$ cat config.mk
export PLATFORM = sky130hd
export DESIGN_NAME = fifo_chk_chan
export DESIGN_NICKNAME = d
export VERILOG_FILES = /design/src/rtl/fifo_chk_pkg.sv /design/src/rtl/fifo_chk_chan.sv
export SDC_FILE = /design/constraint.sdc
export NUM_CORES = 1
export LEC_CHECK = 0
export BUFFER_PORTS_ARGS = -buffer_cell sky130_fd_sc_hd__clkbuf_2
export CAP_MARGIN = 20
export CORE_AREA = 4 4 41 43
export CTS_BUF_LIST = sky130_fd_sc_hd__clkbuf_16
export DETAILED_ROUTE_END_ITERATION = 10
export DIE_AREA = 0 0 45 47
export PLACE_DENSITY_LB_ADDON = 0.12
export SLEW_MARGIN = 25
export SYNTH_ARGS = -nofsm -noshare
export SYNTH_HDL_FRONTEND = slang
export SYNTH_SLANG_ARGS = --single-unit
$ cat constraint.sdc
create_clock -name clk -period 2.06 [get_ports clk]
set_input_delay 0.412 -clock clk [delete_from_list [all_inputs] [get_ports clk]]
set_output_delay 0.412 -clock clk [all_outputs]
set_load 0.02 [all_outputs]
$ cat src/rtl/fifo_chk_pkg.sv
// fifo_chk_pkg: shared types and helpers for the FIFO protocol checker
package fifo_chk_pkg;
    typedef enum logic [1:0] {NONE = 2'd0, PUSH_FULL = 2'd1, POP_EMPTY = 2'd2, MISMATCH = 2'd3} err_code_e;
    typedef struct packed {
        logic push_full;
        logic pop_empty;
        logic mismatch;
    } chan_err_t;
    function automatic int chan_w(input int n);
        return n > 1 ? $clog2(n) : 1;
    endfunction
endpackage

$ cat src/rtl/fifo_chk_chan.sv
// fifo_chk_chan: shadow occupancy of one FIFO and its per-cycle violation bits
module fifo_chk_chan
    import fifo_chk_pkg::*;
#(
    parameter int DEPTH = 16,
    parameter bit ALLOW_PP_FULL = 1'b1
) (
    input  logic      clk,
    input  logic      rst,
    input  logic      push,
    input  logic      pop,
    input  logic      full,
    input  logic      empty,
    output chan_err_t err
);
    localparam int OW = $clog2(DEPTH + 1);
    logic [OW-1:0] occ;
    logic is_full, is_empty, push_ok, pop_ok;
    assign is_full  = occ == OW'(DEPTH);
    assign is_empty = occ == '0;
    assign push_ok  = push && (!is_full || (ALLOW_PP_FULL && pop));
    assign pop_ok   = pop && !is_empty;
    // a same-cycle push never rescues a pop on empty: no fall-through
    assign err.push_full = push && !push_ok;
    assign err.pop_empty = pop && is_empty;
    assign err.mismatch  = (full != is_full) || (empty != is_empty);
    always_ff @(posedge clk or posedge rst)
        if (rst) occ <= '0;
        else occ <= occ + OW'(push_ok) - OW'(pop_ok);
endmodule

==> run_results.csv <==
group,metric,value,unit
clock_network,clk_latency,0.23,ns
outcome,outcome,"finished, violations left",
pwr,irDropWorstVdd,0.000762,V
global_route,grt_pass1_wl,1480,µm
finish,antennaDiodeCount,0,
timing,period_minus_slack,2.28,ns
global_route,grt_pass1_vias,384,
synthesis,synthMuxAreaShare,0,
clock_network,cts.path.max_buffers,2,
routing,wirelength,821,µm
hold_path,hold_class,"in2async",
worst_setup_path,crit_type,"reg2reg",
pwr,p_per_area,1730,mW/mm²
clock_network,path_clk_slew,0.03,ns
synthesis,seq_area_frac_synth,0.324,
floorplan,initial_utilization,0.297,
clock_network,cts_tree,"yes",
synthesis,synth.distinct_cells,19,
timing,setup_viol,3,
timing,rsz0062_at_grt,"true",
synthesis,synth_compound_area_frac,0.0939,
clock_network,root_buffer,"clkbuf_16",
synthesis,syn_area_per_cell,9.91,µm²
worst_setup_path,cp.required,2.17,ns
finish,drive_above_1_share,0.508,
timing,fin_worst_skew,0.00191,ns
routing,drc_errors,0,
worst_setup_path,critical_path.max_fanout,3,
clock_network,cts_max_level,1,
floorplan,rows,13,
timing,finalHoldViolCount,0,
global_route,grt_antenna_before_repair,0,
synthesis,synth_top_family_by_area,"adder cells",
clock_network,cts_hold_buf,0,
worst_setup_path,crit_path_end_kind,"register",
worst_setup_path,r2r-start,"occ[2]",
finish,top_regs,"occ (5)",
global_route,overflow,0,
clock_network,numCtsBuffers,3,
finish,top_register,"occ",
routing,drt_iter0_drc,2,
synthesis,synthArstFlopShare,1.00,
synthesis,synth_xor_xnor_area_share,0.0906,
floorplan,die_area,0.00212,mm²
timing,timing.final.ws_setup,-0.225,ns
clock_network,clkSinkCount,5,
place,io_buffers,8,
finish,finalNonFillerCells,78,
place,dp_hpwl,636,µm
synthesis,netlist_area,387,µm²
routing,ant_nets,0,
synthesis,syn-num-nets,52,
synthesis,yosysWarnings,0,
place,placed_cells,71,
outcome,violations,"negative setup slack",
floorplan,core_area,0.00130,mm²
synthesis,synth-simple-area-share,0.178,
synthesis,synth_ff_type,"dfrtp_1",
global_route,grt_usage,0.105,
synthesis,synthAdderAreaFrac,0.246,
timing,min_period_over_period,1.11,
pwr,finalPower,1140,µW
synthesis,synth_cells,39,
routing,avgRoutedWirePerCell,10.5,µm
floorplan,die_h,47,µm
routing,via_per_inst,4.38,
finish,largest_register_ff_count,5,
routing,drtPass1Iterations,4,
finish,final_nets,77,
timing,tns,-0.574,ns
synthesis,yosys_register_bits,5,
routing,vias,342,
floorplan,io_pins,9,
pwr,power.leakage,0.000341,µW
place,pre_cts_ws,-0.304,ns
floorplan,die_w,45,µm
job,drv_cap,0,
worst_setup_path,setup.worst_path.start_class,"register",
synthesis,synth_edf_count,0,
worst_setup_path,worst_ep_arrival_time,2.39,ns
global_route,grt_max_degree,6,
worst_setup_path,startpoint,"occ[2]",
timing,worstMarginPinSlew,0.203,ns
timing,timing.fmax,438,MHz
timing,finalMaxSlewViolations,0,
finish,area_delta_synth_final,69.6,%
timing,relSlewSlack,0.864,
place,place.gp.congestion,0.747,
-- cell usage in the layout (no fill, tap or decap), types with 2 or more instances in the layout --
| cell | Yosys | layout |
|---|---|---|
| a21oi_2 | 0 | 2 |
| inv_1 | 7 | 5 |
| dfrtp_1 | 5 | 5 |
| buf_4 | 0 | 12 |
| ha_1 | 6 | 4 |
| nand2_1 | 2 | 2 |
| clkbuf_2 | 0 | 7 |
| ha_4 | 0 | 2 |
| clkbuf_16 | 0 | 3 |
| inv_2 | 0 | 3 |
| xor2_1 | 3 | 3 |
-- critical path: stages (launching register included) --
cell      delay, ns
dfrtp_1        0.38
inv_2          0.08
ha_4           0.13
nor3b_4        0.19
and2b_1        0.16
nor2b_1        0.06
ha_1           0.29
inv_2          0.05
ha_4           0.15
fa_2           0.34
a21oi_2        0.13
o21bai_1       0.08
xnor2_1        0.13
-- kinds of logic (layout without fill, tap and decap cells) --
group,Yosys count,after routing
AO/OA/AOI/OAI,6,6
XOR/XNOR,4,4
adder cells (fa/ha/maj),7,7
buffers and inverters,7,31
flip-flops,5,5
AND/OR/NAND/NOR,10,10
-- cell usage after synthesis (2+ instances only) --
cell     n  share of area
inv_1    7          0.068
ha_1     6           0.19
dfrtp_1  5           0.32
a21oi_1  3          0.039
xor2_1   3          0.068
nand2_1  2          0.019
-- stage by stage --
| step | hold WS (ns) | instance area, µm² | util |
|---|---|---|---|
| floorplan | 0.191 | 395 | - |
| global placement | 0.299 | 522 | 0.401 |
| detailed placement | 0.310 | 522 | 0.401 |
| CTS | 0.0695 | 643 | 0.494 |
| global route | 0.0820 | 656 | 0.504 |
| finish | 0.0627 | 656 | 0.504 |
-- routing by layer --
metal	GRT usage	wire length, µm	up-vias
met5	0	0	-
met4	0.105	0	0
met3	0.0230	61	0
met2	0.192	461	8
met1	0.0922	298	158
li1	-	-	176
-- final cells by class --
type                       instances  area, µm²
sequential                         5        125
clock buffer                       3       75.1
multi-input combinational         27        270
tap                               15       18.8
fill                             126        646
clock inverter                     1       3.75
inverter                           7       26.3
timing repair buffer              20        136
-- repair_timing --
| action | in CTS | in global routing |
|---|---|---|
| setup endpoints to repair | 4 | 5 |
| endpoints found under the hold margin | 0 | 0 |
| resized for setup | 6 | 4 |
| pin swaps | 4 | 3 |
| setup buffers | 3 | 0 |
-- path summary, 6_finish.rpt --
kind | endpoint | slack (ns) | cells after the start
min in group clk | occ[0] | 0.67 | 2
worst min-delay path | occ[3] | 0.06 | 2
worst max register to register | occ[4] | -0.22 | 12
worst min register to register | occ[0] | 0.67 | 2
max in group asynchronous | occ[0] | 1.82 | 2
worst max-delay path | occ[4] | -0.22 | 12
-- power by group --
part / switching (µW) / internal (µW) / total (µW) / leakage [µW]
clock: 63.2 / 251 / 315 / 0.0000423
combinational: 264 / 356 / 621 / 0.000241
sequential: 40.9 / 161 / 202 / 0.0000583
Note: power is estimated with default switching activity, not from simulation.
